==> src/rtl/apu_reg_file.sv <==
// APU register file: decodes CPU writes to 0xFF10-0xFF3F into per-channel
// field outputs, one-cycle trigger pulses, mixer registers and wave RAM, and
// returns masked register contents on a registered read port.
module apu_reg_file (
  input  logic         clk,
  input  logic         rst,
  input  logic         wr,
  input  logic         rd,
  input  logic [7:0]   addr,
  input  logic [7:0]   wdata,
  output logic [7:0]   rdata,
  input  logic [3:0]   ch_on,
  // square 1
  output logic [2:0]   sq1_swpPd,
  output logic         sq1_negate,
  output logic [2:0]   sq1_shift,
  output logic [1:0]   sq1_duty,
  output logic [5:0]   sq1_lenLoad,
  output logic [3:0]   sq1_startVol,
  output logic         sq1_envAdd,
  output logic [2:0]   sq1_period,
  output logic [10:0]  sq1_freq,
  output logic         sq1_lenEnable,
  output logic         sq1_trig,
  // square 2
  output logic [1:0]   sq2_duty,
  output logic [5:0]   sq2_lenLoad,
  output logic [3:0]   sq2_startVol,
  output logic         sq2_envAdd,
  output logic [2:0]   sq2_period,
  output logic [10:0]  sq2_freq,
  output logic         sq2_lenEnable,
  output logic         sq2_trig,
  // wave
  output logic         w_enable,
  output logic [1:0]   w_vol,
  output logic [5:0]   w_lenLoad,
  output logic [10:0]  w_freq,
  output logic         w_lenEnable,
  output logic         w_trig,
  // noise
  output logic [5:0]   n_lenLoad,
  output logic [3:0]   n_startVol,
  output logic         n_envAdd,
  output logic [2:0]   n_period,
  output logic [3:0]   n_clkShift,
  output logic         n_widthMode,
  output logic [2:0]   n_divisor,
  output logic         n_lenEnable,
  output logic         n_trig,
  // mixer and wave RAM
  output logic [7:0]   nr50,
  output logic [7:0]   nr51,
  output logic [127:0] wave_table
);

  localparam int NREGS = 22;  // 0xFF10 .. 0xFF25

  // Raw bytes of 0x10-0x25; index = addr - 0x10.
  logic [7:0]   regs_q [0:NREGS-1];
  logic [7:0]   regs_d [0:NREGS-1];
  logic [3:0]   trig_q, trig_d;   // {noise, wave, sq2, sq1}
  logic         power_q, power_d;
  logic [127:0] wave_q, wave_d;
  logic [7:0]   rdata_q, rdata_d;

  logic [4:0]   widx_s;
  logic [6:0]   wbit_s;
  logic         in_regs_s;
  logic         in_wave_s;
  logic [7:0]   rd_mux_s;

  assign widx_s    = 5'(addr - 8'h10);
  assign wbit_s    = {addr[3:0], 3'b000};
  assign in_regs_s = (addr >= 8'h10) && (addr <= 8'h25) &&
                     (addr != 8'h15) && (addr != 8'h1F);
  assign in_wave_s = (addr[7:4] == 4'h3);

  // Next-state for registers, power, wave RAM and trigger pulses.
  always_comb begin
    regs_d  = regs_q;
    power_d = power_q;
    wave_d  = wave_q;
    trig_d  = 4'b0000;
    if (wr) begin
      if (addr == 8'h26) begin
        power_d = wdata[7];
        if (!wdata[7]) begin
          for (int i = 0; i < NREGS; i++) regs_d[i] = 8'h00;
        end else begin
          regs_d = regs_q;
        end
      end else if (in_wave_s) begin
        // even sample in the low nibble slot, odd sample just above it
        wave_d[wbit_s +: 4]         = wdata[7:4];
        wave_d[wbit_s + 7'd4 +: 4]  = wdata[3:0];
      end else if (power_q && in_regs_s) begin
        regs_d[widx_s] = (addr == 8'h23) ? (wdata & 8'hC0) : wdata;
        case (addr)
          8'h14:   trig_d[0] = wdata[7];
          8'h19:   trig_d[1] = wdata[7];
          8'h1E:   trig_d[2] = wdata[7];
          8'h23:   trig_d[3] = wdata[7];
          default: trig_d    = 4'b0000;
        endcase
      end else begin
        regs_d = regs_q;
      end
    end else begin
      regs_d = regs_q;
    end
  end

  // Read mux: stored bits ORed with the unreadable-bit mask (pre-write value).
  always_comb begin
    rd_mux_s = 8'hFF;
    if (in_wave_s) begin
      rd_mux_s = {wave_q[wbit_s +: 4], wave_q[wbit_s + 7'd4 +: 4]};
    end else begin
      case (addr)
        8'h10:   rd_mux_s = regs_q[0]  | 8'h80;
        8'h11:   rd_mux_s = regs_q[1]  | 8'h3F;
        8'h12:   rd_mux_s = regs_q[2];
        8'h14:   rd_mux_s = regs_q[4]  | 8'hBF;
        8'h16:   rd_mux_s = regs_q[6]  | 8'h3F;
        8'h17:   rd_mux_s = regs_q[7];
        8'h19:   rd_mux_s = regs_q[9]  | 8'hBF;
        8'h1A:   rd_mux_s = regs_q[10] | 8'h7F;
        8'h1C:   rd_mux_s = regs_q[12] | 8'h9F;
        8'h1E:   rd_mux_s = regs_q[14] | 8'hBF;
        8'h21:   rd_mux_s = regs_q[17];
        8'h22:   rd_mux_s = regs_q[18];
        8'h23:   rd_mux_s = regs_q[19] | 8'hBF;
        8'h24:   rd_mux_s = regs_q[20];
        8'h25:   rd_mux_s = regs_q[21];
        8'h26:   rd_mux_s = {power_q, 3'b111, ch_on};
        default: rd_mux_s = 8'hFF;
      endcase
    end
  end

  // Read data is captured on a read strobe and held otherwise.
  always_comb begin
    if (rd) begin
      rdata_d = rd_mux_s;
    end else begin
      rdata_d = rdata_q;
    end
  end

  // State registers; reset clears everything except power, which comes up on.
  always_ff @(posedge clk or posedge rst) begin
    if (rst) begin
      for (int i = 0; i < NREGS; i++) regs_q[i] <= 8'h00;
      trig_q  <= 4'b0000;
      power_q <= 1'b1;
      wave_q  <= 128'd0;
      rdata_q <= 8'h00;
    end else begin
      regs_q  <= regs_d;
      trig_q  <= trig_d;
      power_q <= power_d;
      wave_q  <= wave_d;
      rdata_q <= rdata_d;
    end
  end

  assign rdata = rdata_q;

  assign sq1_swpPd     = regs_q[0][6:4];
  assign sq1_negate    = regs_q[0][3];
  assign sq1_shift     = regs_q[0][2:0];
  assign sq1_duty      = regs_q[1][7:6];
  assign sq1_lenLoad   = regs_q[1][5:0];
  assign sq1_startVol  = regs_q[2][7:4];
  assign sq1_envAdd    = regs_q[2][3];
  assign sq1_period    = regs_q[2][2:0];
  assign sq1_freq      = {regs_q[4][2:0], regs_q[3]};
  assign sq1_lenEnable = regs_q[4][6];
  assign sq1_trig      = trig_q[0];

  assign sq2_duty      = regs_q[6][7:6];
  assign sq2_lenLoad   = regs_q[6][5:0];
  assign sq2_startVol  = regs_q[7][7:4];
  assign sq2_envAdd    = regs_q[7][3];
  assign sq2_period    = regs_q[7][2:0];
  assign sq2_freq      = {regs_q[9][2:0], regs_q[8]};
  assign sq2_lenEnable = regs_q[9][6];
  assign sq2_trig      = trig_q[1];

  assign w_enable      = regs_q[10][7];
  assign w_lenLoad     = regs_q[11][5:0];
  assign w_vol         = regs_q[12][6:5];
  assign w_freq        = {regs_q[14][2:0], regs_q[13]};
  assign w_lenEnable   = regs_q[14][6];
  assign w_trig        = trig_q[2];

  assign n_lenLoad     = regs_q[16][5:0];
  assign n_startVol    = regs_q[17][7:4];
  assign n_envAdd      = regs_q[17][3];
  assign n_period      = regs_q[17][2:0];
  assign n_clkShift    = regs_q[18][7:4];
  assign n_widthMode   = regs_q[18][3];
  assign n_divisor     = regs_q[18][2:0];
  assign n_lenEnable   = regs_q[19][6];
  assign n_trig        = trig_q[3];

  assign nr50          = regs_q[20];
  assign nr51          = regs_q[21];
  assign wave_table    = wave_q;

endmodule

==> config.mk <==
export PLATFORM = sky130hd
export DESIGN_NAME = apu_reg_file
export DESIGN_NICKNAME = d
export VERILOG_FILES = /design/src/rtl/apu_reg_file.sv
export SDC_FILE = /design/constraint.sdc
export NUM_CORES = 1
export LEC_CHECK = 0
export CORE_ASPECT_RATIO = 2
export CORE_MARGIN = 2
export CORE_UTILIZATION = 51
export DETAILED_ROUTE_END_ITERATION = 8
export PLACE_DENSITY = 0.81
export SKIP_LAST_GASP = 1
export SLEW_MARGIN = 40
export SYNTH_ARGS = -nofsm -noshare
export SYNTH_HDL_FRONTEND = slang
export SYNTH_SLANG_ARGS = --single-unit
==> constraint.sdc <==
create_clock -name clk -period 10.9 [get_ports clk]
set_input_delay 1.09 -clock clk [delete_from_list [all_inputs] [get_ports clk]]
set_output_delay 1.09 -clock clk [all_outputs]
set_load 0.005 [all_outputs]
# Yosys cells after proc, flatten, opt, wreduce, memory -nomap -nowiden
# Index checks and enable logic that the tools add are counted.
# W data, S select, Z words.
# word_totals
ff_bits	317
latch_bits	0
ramBits	0
mem_bits_ro	0
inputBits	24
output_inout_bits	263
elab_cells	92
mem_count	0
# op_classes
n_addsub	4
mul	0
div_mod_pow	0
n_lt_le_gt_ge	4
n_eq_ne	21
n_shift	6
mux	20
bitwise_logic	2
reduce_logical	9
# op_table
op	count
$mux W176	4
$bwmux W128	2
$shift A4 B9 Y128 const A	2
$shiftx A128 B8 Y4	2
$shiftx A4 B9 Y128	2
$bwmux W176	1
$pmux W8 S16	1
$eq A8 B5 Y1 const B	10
$eq A8 B6 Y1 const B	6
$demux W8 S5	1
$neg A7 Y9	2
$mux W4	4
$mux W8	2
$ne A8 B5 Y1 const B	2
$ge A8 B5 Y1 const B	1
$le A8 B6 Y1 const B	1
$add A7 B3 Y7 const B	1
$ge A6 B6 Y1 const B	1
$lt A6 B1 Y1 const B	1
$mux W6	1
$not A5 Y6	1
$logic_and A1 B1 Y1	5
$sub A5 B5 Y5 const B	1
$eq A4 B2 Y1 const B	1
8 further kinds	11

# Depth between registers and ports, before layout
# depth
depth_word	10
depth_mapped	13
depth_no_buf	7

# Worst setup path before layout
# Ideal clock, no wire load.
# synth_timing
path_type	input to register
from	input port addr[0]
to	register rdata_q[6], in the netlist rdata[6]
setup_ns	0.067
t_arrival_ns	3.932
t_required_ns	10.833
path_slack_ns	6.902
stages	11
path_buffers	4
cell_sequence	clkbuf_1 -> buf_2 -> clkbuf_1 -> inv_1 -> ha_1 -> clkbuf_1 -> nor3b_1 -> and2_1 -> or3b_2 -> o311ai_0 -> o31a_1
# synth_via
elab_chain_len	3
elab_cells_between_ends	19
cone_classes	eq/ne: 16; shift: 1; mux: 2
# synth_lines
item	line	rtl
start, declared	9	input logic [7:0] addr,
branches (longest 2 deep; another with $shiftx A128 B8 Y4)	n/a	
$mux W8 (*)	117	if (in_wave_s) begin
end signal, assigned	164	rdata_q <= rdata_d;
end, declared	65	logic [7:0] rdata_q, rdata_d;
# Mark *: on every way between the ends.
# A chain may end at the register's enable or synchronous reset.

# Worst setup path in the final report
# layout_timing
from	input port addr[4]
to	register regs_q (netlist bit sq2_lenLoad[0])
# layout_via
elab_chain_len	10
elab_cells_between_ends	27
cone_classes	add/sub: 1; order compare: 4; eq/ne: 7; mux: 7; bitwise: 1; reduce/logical: 7
# layout_lines
item	line	rtl
$sub A5 B5 Y5	73	assign widx_s = 5'(addr - 8'h10);
$not A5 Y6	98	regs_d[widx_s] = (addr == 8'h23) ? (wdata & 8'hC0) : wdata;
$ge A6 B6 Y1 (implied by the code) / $lt A6 B1 Y1 (equally long branches)	98	
$logic_and A1 B1 Y1 (implied by the code)	98	
$mux W8	98	
$demux W8 S5	98	
$bwmux W176	98	
$mux W176	97	end else if (power_q && in_regs_s) begin
$mux W176	93	end else if (in_wave_s) begin
$mux W176	86	if (addr == 8'h26) begin
end signal, assigned	160	regs_q <= regs_d;
end, declared	60	logic [7:0] regs_q [0:NREGS-1];
# Parallel ways exist; a longest one is shown, timed or not. The select of a mux whose other input is x is not followed.

==> out/qor.yml <==
final_layout:
  final_cell_area_sq_mm: 0.01655
  final_common_cell: "clkdlybuf4s50_1"
  nets: 1412
  diodes: 0
  finalCoreUtilization_pct: 67.78
  layout_common_cells: "281 x clkdlybuf4s50_1, 263 x dfrtp_1, 137 x nand2_1"
  area_delta_synth_final_pct: 30.87
  drive_gt1_share_pct: 13.01
run:
  cap_violations: 0
logic_synthesis:
  syn_area_per_cell_sq_um: 11.20
  synth_top_area_share_pct: 52.03
  yosysWarnings: 0
  synthesis.area_sq_mm: 0.01265
  async_flop_share_pct: 100.0
  syn_inst: 1129
  synth-main-ff-cell: "dfrtp_1"
  synth.area.top_cells: "dfrtp_1 52%, a22o_1 5.7%, mux2_2 5.7%, mux4_2 5.7%, nand2_1 4.1%"
  synth_seq_cells: 264
  synth_nets: 1159
  synth_edf_count: 0
  seq_area_frac_synth_pct: 52.24
  synth.distinct_cells: 68
  synth_top_area_cell: "dfrtp_1"
clock_network:
  ctsHoldBuffers: 0
  post_cts_resized: 0
  root_buffer: "clkbuf_16"
  h-tree-depth: 1
  clk_latency_ps: 530
  cts_setup_buffers: 0
  cts-buffers-inserted: 24
  clock_path_buffers: 3
  clkTransAtPathRegs_ps: 70
  clock-sinks: 264
  cts_tree: "yes"
worst_setup_path:
  worst-path-stages: 6
  r2r_end: "sq1_freq[6]"
  slowest_delay_ps: 850
  path_cells: "clkdlybuf4s50_1, nor4b_1, nand2_1, nor3_2, a31oi_1, a22o_1"
  arrival_ps: 4630
  r2r_start: "power_q"
  crit_fanout: 24
  crit_path_start: "addr[4]"
  path_delay_family: "simple AND/OR/NAND/NOR gates"
  cp.required_ps: 11320
  crit_type: "primary input to flip-flop"
  rrSetupSlack_ps: 8520
  cp.buffers_inverters: 1
  cpMaxStageDelayCell: "clkdlybuf4s50_1"
  ff2ff_path_depth: 4
  crit_path_end_kind: "flip-flop"
  critPathLaunchType: "primary input"
  endpoint: "sq2_lenLoad[0]"
timing:
  max_freq_ghz: 0.2371
  relSlewSlack_pct: 38.73
  setup_viol: 0
  tns_ps: 0
  finalCriticalPeriod_ps: 4218
  rsz0062_at_grt: "false"
  whs_ps: 491.0
  hold_viol_final: 0
  min_period_over_period_pct: 38.70
  tightest_slew_ps: 919.1
  report.final.slew_viol_count: 0
  skew_ps: 10.30
floorplan:
  dieArea_sq_mm: 0.02616
  io_pins: 287
  start_util_pct: 51.79
  core_area_sq_mm: 0.02442
  rows: 81
  die_h_um: 226.7
  die_w_um: 115.4
drt:
  antenna_left: 0
  wire_per_inst_um: 26.50
  viasPerCell: 6.410
  drc: 0
  drt_iter0_drc: 1112
  drt-total-wl_um: 45880
  vias: 11100
  first_pass_iters: 6
min_path:
  hp-class: "flip-flop to flip-flop"
global_routing:
  antenna_found_initial: 0
  gr-total-overflow: 0
  grt_pass1_wl_um: 68320
  grt_pass1_vias: 11440
  grt.total_usage_pct: 35.06
  grt_max_degree: 107
power:
  power.density_mw_per_mm2: 122.4
  leakage_nw: 7.166
  vdd_drop_max_v: 0.0001333
  total_power_mw: 2.026
placed_design:
  gp_congestion: 1.057
  placed_area_sq_mm: 0.01577
  numPortBuffers: 286
  dpl.hpwl_um: 33830
run_status:
  status: "finished clean"
cells in the mapped netlist, types with 3 or more instances:
cell and number:
a2111oi_0 4, a21oi_1 25, a221o_1 4, a221oi_1 9, a222oi_1 3, a22o_1 83
a22oi_1 17, a31oi_1 9, a32o_1 6, and2_1 25, and3_1 20, buf_1 3
buf_2 12, clkbuf_1 60, dfrtp_1 263, ha_1 6, inv_1 41, mux2_2 64
mux2i_1 33, mux4_2 32, nand2_1 137, nand2b_1 6, nand3_1 33, nand3b_1 3
nor2_1 39, nor2b_1 8, nor3_1 17, nor3b_1 5, o2111a_1 7, o2111ai_1 4
o21ai_0 74, o221a_2 3, o221ai_1 4, o22ai_1 15, o2bb2ai_1 5
sequential cells by signal, summed over array words and instances, names as in the netlist, 6 cells and up:
register / flops
w_freq: 11
w_lenLoad: 6
sq2_freq: 11
sq1_lenLoad: 6
n_lenLoad: 6
sq2_lenLoad: 6
nr50: 8
rdata: 8
wave_table: 128
sq1_freq: 11
nr51: 8
metrics by stage:
step	std cells	worst slack, ps
finish	1731	6682
global route	1731	6617
CTS	1731	6820
detailed placement	1688	6266
global placement	1688	6339
floorplan	1129	2543
routing by layer:
metal / global-route usage [%] / wire length (um) / part of all wire [%] / vias to the layer above
li1: - / - / - / 4713
met1: 36.86 / 14820 / 32 / 5463
met2: 61.37 / 23660 / 52 / 689
met3: 5.346 / 3106 / 6.8 / 230
met4: 26.93 / 4291 / 9.4 / 0
met5: 0 / 0 / 0 / -
worst min path at each step:
stage	start	endpoint	depth (start not counted)
2_1_floorplan	sq1_freq[6]	sq1_freq[6]	1
3_3_place_gp	sq2_freq[7]	sq2_freq[7]	1
3_5_place_dp	sq2_freq[6]	sq2_freq[6]	1
4_1_cts	sq2_freq[6]	sq2_freq[6]	1
5_1_grt	sq2_freq[6]	sq2_freq[6]	1
6_report	sq2_freq[6]	sq2_freq[6]	1
cell families after synthesis:
kind of cell | Yosys count | share of synthesized area (%)
multiplexers | 129 | 14.01
AND/OR/NAND/NOR | 319 | 12.42
adder cells (fa/ha/maj) | 6 | 0.5935
AO/OA/AOI/OAI | 294 | 17.12
flip-flops | 264 | 52.24
buffers and inverters | 117 | 3.620
where the power goes:
part / switching (mW) / internal, mW
Combinational: 0.111 / 0.0649
Clock: 0.375 / 0.470
Sequential: 0.0131 / 0.993
Total: 0.499 / 1.53
area by class of cell:
cell class,count,area (sq um)
clock buffers,32,691.9
clock inverters,11,87.58
fillers,1847,7870
inverters,41,161.4
multi-input cells,748,5614
flip-flops and latches,264,6608
well taps,332,415.4
repair buffers,303,2977
No activity file was read; power rests on OpenSTA's default activity.
